<file path="src/rtl/sprite_layer_mapper.sv">
// Purpose: per-pixel sprite compositor with a double-buffered sprite table and shared font ROM lookup.
// Latency: DrawX/DrawY to VGA_R/G/B is exactly 2 clocks; table writes become visible after the next frame_start.
// Backpressure: none, because the pixel stream cannot stall; a write to an out-of-range slot is dropped.
module sprite_layer_mapper #(
    parameter int          N_SPRITES  = 4,
    parameter int          SCALE_LOG2 = 0,
    parameter logic [23:0] BG_COLOR   = 24'h000044,
    localparam int         SLOT_W     = (N_SPRITES > 1) ? $clog2(N_SPRITES) : 1
) (
    input  logic              Clk,
    input  logic              Reset_n,
    input  logic [9:0]        DrawX,
    input  logic [9:0]        DrawY,
    input  logic              frame_start,
    input  logic              wr_en,
    input  logic [SLOT_W-1:0] wr_slot,
    input  logic [9:0]        wr_x,
    input  logic [9:0]        wr_y,
    input  logic [6:0]        wr_glyph,
    input  logic [23:0]       wr_color,
    input  logic              wr_enable,
    output logic [10:0]       rom_addr,
    input  logic [7:0]        rom_data,
    output logic [7:0]        VGA_R,
    output logic [7:0]        VGA_G,
    output logic [7:0]        VGA_B
);

    typedef struct packed {
        logic [9:0]  x;
        logic [9:0]  y;
        logic [6:0]  glyph;
        logic [23:0] color;
        logic        en;
    } spr_t;

    localparam logic [10:0] SPR_W = 11'(8 << SCALE_LOG2);
    localparam logic [10:0] SPR_H = 11'(16 << SCALE_LOG2);

    spr_t        shadow_q [N_SPRITES];
    spr_t        shadow_d [N_SPRITES];
    spr_t        active_q [N_SPRITES];
    spr_t        active_d [N_SPRITES];
    logic        hit_q,   hit_d;
    logic [2:0]  col_q,   col_d;
    logic [23:0] color_q, color_d;
    logic [23:0] vga_q,   vga_d;

    always_comb begin
        shadow_d = shadow_q;
        active_d = active_q;
        // Commit copies the pre-edge shadow, so a same-cycle write waits for the next frame.
        if (frame_start) begin
            active_d = shadow_q;
        end
        if (wr_en && (int'(wr_slot) < N_SPRITES)) begin
            shadow_d[wr_slot] = '{x: wr_x, y: wr_y, glyph: wr_glyph, color: wr_color, en: wr_enable};
        end
    end

    logic [10:0] px, py, dx, dy, x_end, y_end;
    logic [6:0]  glyph_sel;
    logic [3:0]  row_sel;

    // Eleven-bit compares keep sprites near column/row 1023 from wrapping to the left/top edge.
    always_comb begin
        hit_d     = 1'b0;
        col_d     = 3'd0;
        color_d   = 24'd0;
        glyph_sel = 7'd0;
        row_sel   = 4'd0;
        px        = {1'b0, DrawX};
        py        = {1'b0, DrawY};
        dx        = 11'd0;
        dy        = 11'd0;
        x_end     = 11'd0;
        y_end     = 11'd0;
        for (int i = 0; i < N_SPRITES; i++) begin
            x_end = {1'b0, active_q[i].x} + SPR_W;
            y_end = {1'b0, active_q[i].y} + SPR_H;
            dx    = px - {1'b0, active_q[i].x};
            dy    = py - {1'b0, active_q[i].y};
            if (!hit_d && active_q[i].en
                && (px >= {1'b0, active_q[i].x}) && (px < x_end)
                && (py >= {1'b0, active_q[i].y}) && (py < y_end)) begin
                hit_d     = 1'b1;
                col_d     = 3'(dx >> SCALE_LOG2);
                row_sel   = 4'(dy >> SCALE_LOG2);
                color_d   = active_q[i].color;
                glyph_sel = active_q[i].glyph;
            end
        end
        rom_addr = {glyph_sel, row_sel};
    end

    // The winner alone decides the pixel: a transparent bit shows background, never a lower slot.
    always_comb begin
        vga_d = BG_COLOR;
        if (hit_q && rom_data[3'd7 - col_q]) begin
            vga_d = color_q;
        end
    end

    always_ff @(posedge Clk or negedge Reset_n) begin
        if (!Reset_n) begin
            for (int i = 0; i < N_SPRITES; i++) begin
                shadow_q[i] <= '0;
                active_q[i] <= '0;
            end
            hit_q   <= 1'b0;
            col_q   <= 3'd0;
            color_q <= 24'd0;
            vga_q   <= 24'd0;
        end else begin
            shadow_q <= shadow_d;
            active_q <= active_d;
            hit_q    <= hit_d;
            col_q    <= col_d;
            color_q  <= color_d;
            vga_q    <= vga_d;
        end
    end

    assign {VGA_R, VGA_G, VGA_B} = vga_q;

endmodule

</file>
<file path="config.mk">
export PLATFORM = sky130hd
export DESIGN_NAME = sprite_layer_mapper
export DESIGN_NICKNAME = d
export VERILOG_FILES = /design/src/rtl/sprite_layer_mapper.sv
export SDC_FILE = /design/constraint.sdc
export NUM_CORES = 1
export LEC_CHECK = 0
export ABC_AREA = 1
export BUFFER_PORTS_ARGS = -buffer_cell sky130_fd_sc_hd__buf_2
export CAP_MARGIN = 30
export CORE_MARGIN = 2
export CORE_UTILIZATION = 35
export CTS_CLUSTER_SIZE = 28
export DETAILED_ROUTE_END_ITERATION = 10
export GPL_TIMING_DRIVEN = 0
export PLACE_DENSITY = 0.48
export SYNTH_ARGS = -nofsm -noshare
export SYNTH_HDL_FRONTEND = slang
export SYNTH_SLANG_ARGS = --single-unit
</file>
<file path="constraint.sdc">
create_clock -name Clk -period 3.9 [get_ports Clk]
set_clock_uncertainty 0.15 [all_clocks]
set_input_delay 0.78 -clock Clk [delete_from_list [all_inputs] [get_ports Clk]]
set_output_delay 0.78 -clock Clk [all_outputs]
set_load 0.01 [all_outputs]
</file>
## After elaboration in Yosys (flattened, before gate mapping)

Cells that the tools add are included.

- Reduce and logical (&&, ||, !) cells: 24
- Bitwise gates (word level): 1
- Add/sub/neg operators: 17
- Order comparisons: 19
- Mux-type cells: 26

Operator list:

| cell | count |
|---|---|
| 208-bit bitwise mux | 1 |
| 24-bit two-way mux | 5 |
| 52-bit demux with 2-bit select | 1 |
| 10-bit by 11-bit < comparator with 1-bit output | 8 |
| 10-bit greater-or-equal comparator | 8 |
| 52-bit two-way mux | 1 |
| 10-bit by 4-bit adder with 11-bit output (second input constant) | 4 |
| 10-bit by 5-bit adder with 11-bit output (second input constant) | 4 |
| 7-bit two-way mux | 4 |
| 1-bit logical AND | 21 |
| 4-bit two-way mux | 4 |
| 4-bit subtractor | 4 |
| 3-bit two-way mux | 4 |
| 3-bit subtractor | 4 |
| 1-bit two-way mux | 5 |
| 3-bit by 4-bit < comparator with 1-bit output (second input constant) | 1 |
| 1-bit binary-select mux with 3-bit select | 1 |
| 3-bit greater-or-equal comparator (second input constant) | 1 |
| 1-bit zero test | 3 |
| 3-bit by 1-bit < comparator with 1-bit output (second input constant) | 1 |
| 2-bit inverter with 3-bit output | 1 |
| 3-bit subtractor (first input constant) | 1 |

- Bits in registers: 468
- Output and inout bits: 35
- Word-level logic and storage cells: 131
- Input bits: 86

## Depth between registers and ports, before layout

Gate-level depths: netlist of run 1.

- Word-level depth: 27
- Depth in mapped cells: 20

## Least setup slack after synthesis of run 1

OpenSTA, ideal clock, no wires.

- Path type: input to output
- Start point: in DrawX[0]
- End point: out rom_addr[5]
- Buffers on the path: 2
- Setup slack: 0.474 ns
- Arrival time: 2.496 ns
- Stages: 14
- Cells stage by stage: inv_1 -> ha_1 -> fa_1 -> inv_1 -> nand3_1 -> nand4_1 -> nand2_1 -> nor2_2 -> buf_2 -> buf_2 -> nand4_1 -> nand2_1 -> inv_1 -> nand3_1

- Cells in the longest elaborated chain, start to end: 27
- Elaborated cells on any way between the ends: 37

Ends and longest elaborated chain:

| element | line | text |
|---|---|---|
| from (decl) | 12 | `input logic [9:0] DrawX,` |
| 10-bit greater-or-equal comparator | 84 | `&& (px >= {1'b0, active_q[i].x}) && (px < x_end)` |
| 1-bit logical AND (2 in series) | 84 |  |
| 1-bit logical AND (2 in series) | 85 | `&& (py >= {1'b0, active_q[i].y}) && (py < y_end)) begin` |
| 1-bit two-way mux | 83 | `if (!hit_d && active_q[i].en` |
| 1-bit zero test | 83 |  |
| 1-bit logical AND | 83 |  |
| 1-bit logical AND (2 in series) | 84 |  |
| 1-bit logical AND (2 in series) | 85 |  |
| (+3 left out) | -- |  |
| 1-bit logical AND (2 in series) | 84 |  |
| 1-bit logical AND (2 in series) | 85 |  |
| 1-bit two-way mux | 83 |  |
| 1-bit zero test | 83 |  |
| 1-bit logical AND | 83 |  |
| 1-bit logical AND (2 in series) | 84 |  |
| 1-bit logical AND (2 in series) | 85 |  |
| 7-bit two-way mux (*) | 83 |  |
| to (decl) | 22 | `output logic [10:0] rom_addr,` |

Every way passes the cells marked *; elsewhere a longest branch is shown, timed or not.

## Worst setup path after layout of run 1

- Start point: reg active_q[97] in the netlist's numbering
- End point: out rom_addr[0]

- Cells in the longest elaborated chain, start to end: 13
- Elaborated cells on any way between the ends: 16

Ends and longest elaborated chain:

| element | line | text |
|---|---|---|
| from (decl) | 42 | `spr_t active_q [N_SPRITES];` |
| from (signal assigned) | 116 | `active_q <= active_d;` |
| 10-bit by 4-bit adder with 11-bit output / 10-bit greater-or-equal comparator (equally long branches) | 79, 84 |  |
| 10-bit by 11-bit < comparator with 1-bit output / 1-bit logical AND (equally long branches) | 84 |  |
| 1-bit logical AND (*) | 84 |  |
| 1-bit logical AND (*) (2 in series) | 85 |  |
| 1-bit two-way mux | 83 |  |
| 1-bit zero test | 83 |  |
| 1-bit logical AND | 83 |  |
| 1-bit logical AND (2 in series) | 84 |  |
| 1-bit logical AND (2 in series) | 85 |  |
| 4-bit two-way mux (*) | 83 |  |

Marks and branches as above.

==> results of run 1 <==
flip-flops by register name (all words and copies together) (netlist names):
| signal | flops |
|---|---|
| shadow_q | 208 |
| color_q | 24 |
| active_q | 208 |
| hit_q | 1 |
| col_q | 3 |
| vga_q | 24 |
where the power goes:
group / internal [mW] / switching (mW) / total, mW
combinational: 1.14 / 1.66 / 2.80
clock: 2.99 / 2.15 / 5.14
sequential: 5.64 / 0.460 / 6.10
logic make-up (layout without fill, tap and decap cells):
group | Yosys count | in the layout
and+or+nand+nor | 856 | 856
DFF | 468 | 468
buffers and inverters | 381 | 639
AOI/OAI and AO/OA | 364 | 364
adders and majority gates | 148 | 148
muxes | 138 | 138
xor gates and xnor gates | 48 | 48
other | 0 | 2
cell type report:
class	instances	area share
Sequential cell	468	0.431
Multi-Input combinational cell	1554	0.360
Clock buffer	76	0.0573
Timing Repair Buffer	159	0.0405
Tap cell	855	0.0394
Inverter	268	0.0372
Buffer	113	0.0254
Clock inverter	23	0.00903
Antenna cell	2	0.000184
what timing repair did:
action | in CTS | in global routing
buffers inserted | 21 | 12
cloned | 1 | 0
resized for setup | 129 | 21
setup endpoints to repair | 11 | 11
pin swaps | 36 | 23
layout by cell type, fill, tap and decap left out, types with 12 or more instances in the layout:
| master | n |
|---|---|
| ha_1 | 134 |
| a21oi_1 | 42 |
| dfrtp_1 | 468 |
| o21ai_0 | 292 |
| mux2_2 | 136 |
| clkbuf_16 | 59 |
| nor2_4 | 12 |
| clkbuf_1 | 84 |
| nor2_1 | 78 |
| clkinv_2 | 13 |
| nand2_1 | 508 |
| buf_4 | 36 |
| buf_2 | 113 |
| xor2_1 | 33 |
| buf_6 | 16 |
| inv_1 | 261 |
| nand4_1 | 85 |
| nand3_1 | 102 |
| nand3_2 | 17 |
| xnor2_1 | 15 |
worst register-to-register path: cells and delay by family, from the launching register on:
family                     cells  cell delay, ns
xor gates and xnor gates       1            0.15
buffers and inverters          4            0.73
and+or+nand+nor               11            1.18
DFF                            1            0.39
adders and majority gates      2            0.53
per-stage QoR:
step / power [mW] / area (um2)
after CTS: 14.1 / 27000
after floorplan: 7.78 / 22700
final: 14.0 / 27200
after detailed placement: 8.79 / 24500
after global placement: 8.68 / 24300
after global routing: 14.8 / 27200
worst max-delay path by stage:
stage / start / slack, ns / end
finish: active_q[97] / -0.35 / rom_addr[0]
global route: active_q[202] / -0.53 / rom_addr[7]
CTS: active_q[45] / -0.41 / rom_addr[2]
detailed placement: DrawY[1] / -0.81 / rom_addr[3]
global placement: Reset_n / -7.80 / shadow_q[142]
floorplan: DrawX[0] / 0.47 / rom_addr[5]
per-layer routing:
layer | vias to the layer above | track usage | share of wire
li1 | 8359 | - | -
met1 | 8639 | 0.295 | 0.47
met2 | 378 | 0.351 | 0.46
met3 | 100 | 0.0328 | 0.046
met4 | 2 | 0.0568 | 0.025
met5 | - | 0 | 0.00018
==> impl_metrics.yaml, run 1 <==
timing:
  finalCriticalPeriod_ns: 4.25
  hold_viol_final: 2
  holdWs_ns: -0.0122
  maxSlewHeadroom: 0.350
  max_freq_mhz: 235
  slew_violations: 0
  setup_viol: 11
  finalWorstSetupSlack_ns: -0.355
  rsz0062_at_grt: "yes"
  fin_crit_sh: 1.09
  worst_pin_slew_ns: 0.975
  tns_ns: -3.71
pwr:
  power_leakage_nw: 13.2
  irDropWorstVdd_v: 0.000312
  power.density_nw_per_um2: 517
setup_path:
  reg2reg_depth: 18
  path_cells: "inv_1 > nor2_2 > nand3_1 > xor2_1 > ha_1 > a21oi_1 > o21ai_0 > inv_1 > nand3_2 > nor2_4 > nand3_4 > nor2_4 > buf_8 > nand2_1 > nand3_2 > buf_6"
  worstPathMaxFanout: 8
  r2r_start: "active_q[45]"
  worst_path_largest_cell_delay_ns: 0.37
  worstSetupStartpointType: "flip-flop"
  worstSetupPathType: "reg -> out"
  crit_buf_inv: 4
  endpoint_kind: "primary output"
  crit_cells: 16
  cp.required_ns: 2.97
  r2r_setup_slack_ns: 0.69
  arrival_ns: 3.32
  reg2reg_to: "color_q[15]"
  cp_slowest_cell: "dfrtp_1"
  cp_top_family: "simple AND/OR/NAND/NOR gates"
synthesis:
  synthAdderAreaFrac: 0.0844
  synth_top_family_by_area: "simple AND/OR/NAND/NOR gates"
  yosys_register_bits: 468
  yosys.area_share.simple: 0.162
  yosys_warnings: 0
  yosysMostFrequentCell: "nand2_1"
  muxShareOfSynthArea: 0.0685
  synth_fp_nets: 2637
  synthXorXnorAreaFrac: 0.0186
  synth.distinct_cells: 39
  synth_edf_count: 0
  synth_top_flop_cell: "dfrtp_1"
  netlist.top_cell.by_area: "dfrtp_1"
  synthTopCellsByArea: "dfrtp_1 (52%), nand2_1 (8.6%), ha_1 (7.7%)"
  async_reset_ff_frac: 1.00
  yosysSeqAreaShare: 0.517
  syn_avg_cell_area_um2: 9.43
  synthCells: 2403
  synth_common_cells: "nand2_1 (522), dfrtp_1 (468), o21ai_0 (292)"
  synth_compound_area_frac: 0.0835
  yosysTopAreaCellShare: 0.517
  syn-cell-area_um2: 22700
cells_and_area:
  nets: 2852
  fillers: 6358
  drive_gt1_frac: 0.182
  utilization: 0.423
  area_growth_pct: 19.9
  multi_input_area_um2: 9770
  fin_cells: 3518
  register_area_um2: 11700
die:
  dieArea_um2: 66800
  rows: 93
  core-area_um2: 64200
  dieWidth_um: 258
  ios: 121
  initial_core_util: 0.353
  die_h_um: 258
clocking:
  clock_path_buffers: 3
  postCtsHoldBufs: 0
  cts_root_buf: "clkbuf_16"
  htreeDepth: 2
  cts_buffers: 54
  path_clk_slew_ns: 0.06
  cts.sinks: 468
  cts_tree: "built"
  worstSkewPairLatency_ns: 0.63
place:
  dp_cells: 3383
  dpl_worst_slack_ns: -0.810
  gp_congestion: 0.846
  dp_hpwl_mm: 50.0
  portBuffers: 119
route:
  drc: 0
  vias: 17500
  wirelength_mm: 70.3
  via_per_inst: 4.97
  wl_per_cell_um: 20.0
  first_pass_iters: 5
  dr.first_iter.drc_count: 1161
  antenna_left: 0
flow_run:
  maxCapViolCount: 0
outcome:
  violations: "hold timing, setup timing"
  outcome: "complete, but fails checks"
min_path:
  hold_path_class: "in -> async"
grt:
  grt_remaining_overflow: 0
  grt_max_degree: 122
  grt_pass1_wl_mm: 108
  grt_use_total: 0.214
  grt_pass1_vias: 18100
  antenna_found_initial: 3
Power figures use the tool's default switching activity.
==> inputs of run 2 (changes only) <==
Settings changed: CAP_MARGIN 30 to 10, PLACE_DENSITY 0.48 to default.
==> run 2 against run 1 <==
The run ends with setup timing left. Design area is 0.29% lower. Final cell count is 0.31% lower. Total power is 1.6% lower. Count of clock-buffer cells in the layout is 9 lower. Clock power shrank 4.1%. Non-clock buffer count up 1. Flip-flop and latch count unchanged. Global-route usage down 1.5 points. Fmax is 0.49% lower. Critical path depth increased by 1. Utilization shrank 0.12 points. Largest power group unchanged.
==> impl_metrics.yaml, run 2 (synthesis results as in run 1) <==
outcome:
  outcome: "complete, but fails checks"
  violations: "setup timing"
place:
  dp_hpwl_mm: 48.4
  dp_cells: 3381
  gp_congestion: 0.858
  portBuffers: 119
grt:
  grt_pass1_vias: 17800
  grt_remaining_overflow: 0
  grt_max_degree: 125
  grt_pass1_wl_mm: 102
  antenna_found_initial: 2
  grt_use_total: 0.198
route:
  dr.first_iter.drc_count: 1226
  via_per_inst: 5.02
  wl_per_cell_um: 18.8
  first_pass_iters: 5
  wirelength_mm: 66.1
  drc: 0
  antenna_left: 0
  vias: 17600
setup_path:
  worstPathMaxFanout: 3
  worstSetupPathType: "reg -> out"
  worstSetupStartpointType: "flip-flop"
  r2r_setup_slack_ns: 0.69
  arrival_ns: 3.35
  reg2reg_to: "color_q[13]"
  endpoint_kind: "primary output"
  reg2reg_depth: 20
  r2r_start: "active_q[201]"
  cp.required_ns: 2.97
timing:
  slew_violations: 0
  setup_viol: 11
  hold_viol_final: 0
  finalCriticalPeriod_ns: 4.28
  holdWs_ns: 0.306
  max_freq_mhz: 234
  fin_crit_sh: 1.10
  maxSlewHeadroom: 0.343
  finalWorstSetupSlack_ns: -0.376
  worst_pin_slew_ns: 0.986
  rsz0062_at_grt: "yes"
pwr:
  irDropWorstVdd_v: 0.000297
  pwr-share-clk: 0.357
  intPower_mw: 9.71
  power_leakage_nw: 13.2
  power.switching_mw: 4.10
  power.density_nw_per_um2: 510
  p_seq_frac: 0.442
  swShare: 0.297
  combPwrFrac: 0.202
cells_and_area:
  insertedDiodeCount: 0
  nets: 2848
  drive_gt1_frac: 0.182
  fillers: 6265
  fin_cells: 3507
  layout_common_cells: "nand2_1 (510), dfrtp_1 (466), o21ai_0 (292), inv_1 (261), mux2_2 (136)"
  layout_commonest_cell: "nand2_1"
  top_regs: "active_q: 208 flops, shadow_q: 208 flops"
  area_growth_pct: 19.5
  utilization: 0.422
clocking:
  path_clk_slew_ns: 0.06
  worstSkewPairLatency_ns: 0.60
  cts_tree: "built"
  cts_root_buf: "clkbuf_16"
  cts.sinks: 468
  clock_path_buffers: 3
  htreeDepth: 2
  cts_buffers: 49
die:
  core-area_um2: 64200
  rows: 93
  ios: 121
  initial_core_util: 0.353
  dieArea_um2: 66800
  dieWidth_um: 258
  die_h_um: 258
flow_run:
  maxCapViolCount: 0
min_path:
  min_from: "color_q[6]"
  hold_path_depth: 1
  hold_path_end: "vga_q[6]"
  hold_path_class: "reg -> reg"
-- run 2: how the worst max path moves through the flow --
stage,start,to,slack (ns)
3_3_place_gp,Reset_n,shadow_q[140],-7.25
2_1_floorplan,DrawX[0],rom_addr[5],0.47
6_report,active_q[45],rom_addr[3],-0.38
5_1_grt,active_q[201],rom_addr[8],-0.50
3_5_place_dp,DrawY[1],rom_addr[3],-0.72
4_1_cts,active_q[202],rom_addr[2],-0.38
-- run 2: routing by layer --
metal	global-route usage	wire length, um	vias to the layer above
met2	0.326	31000	454
met5	0	30	-
met3	0.0329	3410	138
met4	0.0734	2340	4
met1	0.264	29300	8676
li1	-	-	8339
-- run 2: stage by stage --
stage / cell area [um2] / setup slack, ns / total power, mW / setup TNS (ns)
2_1_floorplan: 22700 / 0.474 / 7.78 / 0
5_1_grt: 27100 / -0.496 / 14.6 / -5.25
4_1_cts: 26800 / -0.375 / 13.8 / -3.74
3_5_place_dp: 24400 / -0.724 / 8.76 / -6.10
6_report: 27100 / -0.376 / 13.8 / -3.85
3_3_place_gp: 24300 / -7.25 / 8.61 / -3370.93
-- run 2: layout make-up --
| cell class | instances | area (um2) | area share |
|---|---|---|---|
| clock buffers | 67 | 1400 | 0.0518 |
| clock inverters | 22 | 310 | 0.0115 |
| repair buffers | 160 | 1120 | 0.0415 |
| multi-input cells | 1554 | 9780 | 0.361 |
| plain buffers | 113 | 667 | 0.0246 |
| inverters | 268 | 1010 | 0.0372 |
| flip-flops and latches | 468 | 11700 | 0.433 |
| well taps | 855 | 1070 | 0.0395 |
-- run 2: power by group through the flow --
stage               Sequential [mW]  Combinational, mW  Clock [mW]
CTS                            6.09               2.74        5.01
global placement               6.14               2.47           0
finish                         6.10               2.78        4.93
floorplan                      6.03               1.75           0
detailed placement             6.17               2.58           0
global route                   6.19               3.15        5.22
-- run 2: repair_timing --
item | in CTS | in global routing
setup buffers | 24 | 11
hold buffers | 1 | 0
pin swaps | 35 | 46
gates cloned | 0 | 1
gates resized for setup | 111 | 40
endpoints found under the setup margin | 11 | 11
hold endpoints to repair | 46 | 0
-- run 2: worst max-delay path, stage by stage (launching register included) --
cell     delay, ns
dfrtp_1       0.39
ha_2          0.21
nand2_2       0.07
nor2_4        0.11
nand3_2       0.07
xor2_1        0.15
ha_1          0.32
buf_4         0.15
nand4_1       0.08
nor2_1        0.07
nor2_4        0.16
nand3_2       0.12
nor2_4        0.17
buf_8         0.15
buf_12        0.10
nand4_1       0.15
nand3_2       0.15
buf_6         0.11
==> inputs of run 3 (changes only) <==
Settings changed: GPL_TIMING_DRIVEN 0 to default.
==> run 3 against run 2 <==
The flow still finishes with violations (setup timing). Critical path type unchanged. Final cell count is 0.74% lower. Critical path depth grew 1. Sequential power hardly changed. Utilization is 0.51 points higher. First-iteration DRC count shrank 16%. Global-route usage decreased by 0.92 points. Worst setup slack got worse by 0.019 ns. Combinational power up 3%. Largest cell class unchanged.
==> impl_metrics.yaml, run 3 (synthesis results as in run 1) <==
cells_and_area:
  area_growth_pct: 20.9
  top_regs: "active_q: 208 flops, shadow_q: 208 flops"
  nets: 2817
  drive_gt1_frac: 0.203
  fin_cells: 3481
  fillers: 6197
  layout_common_cells: "nand2_1 (506), dfrtp_1 (468), o21ai_0 (292), inv_1 (265), mux2_2 (136)"
  multi_input_area_um2: 9920
  layout_commonest_cell: "nand2_1"
  register_area_um2: 11700
timing:
  finalCriticalPeriod_ns: 4.29
  worst_pin_slew_ns: 0.757
  slew_violations: 0
  maxSlewHeadroom: 0.495
  rsz0062_at_grt: "yes"
  tns_ns: -4.14
  fin_crit_sh: 1.10
  setup_viol: 11
  max_freq_mhz: 233
  finalWorstSetupSlack_ns: -0.395
  hold_viol_final: 0
setup_path:
  crit_top_cell: "buf_6"
  arrival_ns: 3.36
  worstSetupStartpointType: "flip-flop"
  crit_buf_inv: 5
  r2r_start: "active_q[201]"
  reg2reg_depth: 21
  cp_slowest_cell: "dfrtp_1"
  cp_top_family: "simple AND/OR/NAND/NOR gates"
  worstSetupPathType: "reg -> out"
  reg2reg_to: "color_q[10]"
  r2r_setup_slack_ns: 0.51
  worst_path_largest_cell_delay_ns: 0.41
  cp.required_ns: 2.97
  worstPathMaxFanout: 6
  path_cells: "ha_2 > buf_6 > xnor2_2 > ha_1 > nand2_2 > buf_6 > nor3b_2 > nand3_1 > nand2_2 > nor2_4 > nand3_4 > nand2_4 > buf_6 > nor2_4 > buf_12 > nand2_4 > nand3_4 > buf_6"
  endpoint_kind: "primary output"
clocking:
  clock_path_buffers: 3
  cts_root_buf: "clkbuf_16"
  cts_buffers: 51
  cts_tree: "built"
  path_clk_slew_ns: 0.06
  htreeDepth: 2
  postCtsHoldBufs: 0
  cts.sinks: 468
  worstSkewPairLatency_ns: 0.62
die:
  core-area_um2: 64200
  rows: 93
  dieArea_um2: 66800
  die_h_um: 258
  ios: 121
  dieWidth_um: 258
  initial_core_util: 0.353
pwr:
  power.density_nw_per_um2: 514
  finalPower_mw: 14.1
  power_leakage_nw: 13.5
  irDropWorstVdd_v: 0.000266
grt:
  grt_pass1_wl_mm: 100
  grt_use_total: 0.189
  top_usage_layer: "met2"
  grt_remaining_overflow: 0
  grt_max_degree: 88
  grt_pass1_vias: 18000
  antenna_found_initial: 1
  use_met1: 0.252
  use_met2: 0.326
  globalRouteMet3Util: 0.0246
route:
  vias: 17300
  via_per_inst: 4.96
  antenna_left: 0
  drc: 0
  first_pass_iters: 6
  wl_per_cell_um: 18.0
  dr.first_iter.drc_count: 1029
  wirelength_mm: 62.7
min_path:
  hold_path_class: "in -> async"
place:
  dp_hpwl_mm: 43.3
  dp_cells: 3370
  gp_congestion: 0.860
  portBuffers: 120
outcome:
  violations: "setup timing"
  outcome: "complete, but fails checks"
flow_run:
  maxCapViolCount: 0
-- run 3: cell types whose count changed in the layout (fill, tap and decap cells not counted), moves of 5 or more --
cell,before,now
nand2_2,10,3
buf_1,10,0
buf_4,34,91
buf_12,5,20
buf_2,113,107
nand3_4,5,17
nand3_2,17,4
clkbuf_1,80,6
nand2_4,2,13
buf_8,7,2
-- run 3: worst register-to-register path, stage by stage, from the launching register on --
cell and delay, ns:
dfrtp_1 0.39, ha_2 0.23, nand2_2 0.07, nor2_4 0.11
nand3_2 0.08, xor2_1 0.15, ha_1 0.30, nand3_1 0.10
nand2_1 0.07, nor2_2 0.13, nand2_2 0.07, nor2_4 0.20
nand3_4 0.13, nand2_4 0.11, buf_6 0.10, nor2_4 0.05
clkbuf_16 0.16, buf_4 0.17, buf_4 0.14, buf_4 0.16
nand2_1 0.07, nand3_1 0.12
-- run 3: report_power, final --
group	internal (mW)	leakage, nW	total, mW	switching, mW
Combinational	1.21	6.69	2.87	1.65
Sequential	5.64	5.93	6.13	0.490
Clock	3.00	0.872	5.09	2.09
Total	9.86	13.5	14.1	4.23
-- run 3: final cells by class --
| class | count | share of cell area |
|---|---|---|
| diodes | 1 | 0.0000913 |
| well taps | 855 | 0.0390 |
| inverters | 268 | 0.0369 |
| multi-input cells | 1554 | 0.362 |
| repair buffers | 240 | 0.0694 |
| clock inverters | 26 | 0.0115 |
| clock buffers | 69 | 0.0538 |
| flip-flops and latches | 468 | 0.427 |
-- run 3: through the flow --
step | area (um2) | hold WS [ns] | setup slack, ns | util
global placement | 25000 | 0.280 | -0.119 | 0.389
global route | 27400 | 0.0608 | -0.611 | 0.427
finish | 27400 | 0.0308 | -0.395 | 0.427
CTS | 27200 | 0.0323 | -0.432 | 0.423
detailed placement | 25000 | 0.268 | -0.119 | 0.389
floorplan | 22700 | 0.263 | 0.474 | -
-- run 3: per-layer routing --
layer,part of all wire,up-vias
met2,0.49,337
li1,-,8270
met3,0.042,90
met5,0,-
met4,0.020,0
met1,0.45,8573
-- run 3: worst max-delay path by stage --
stage,startpoint,endpoint,slack [ns],cells after the start
finish,active_q[201],rom_addr[8],-0.39,18
global route,active_q[201],rom_addr[8],-0.61,19
floorplan,DrawX[0],rom_addr[5],0.47,14
CTS,active_q[202],rom_addr[5],-0.43,18
global placement,DrawX[0],rom_addr[3],-0.12,17
detailed placement,DrawX[0],rom_addr[2],-0.12,17
-- run 3: timing repair --
item | in CTS | in global routing
hold endpoints to repair | 0 | 0
cloned | 1 | 1
setup endpoints to repair | 11 | 11
buffers inserted | 7 | 8
pin swaps | 26 | 27
gates resized for setup | 70 | 35
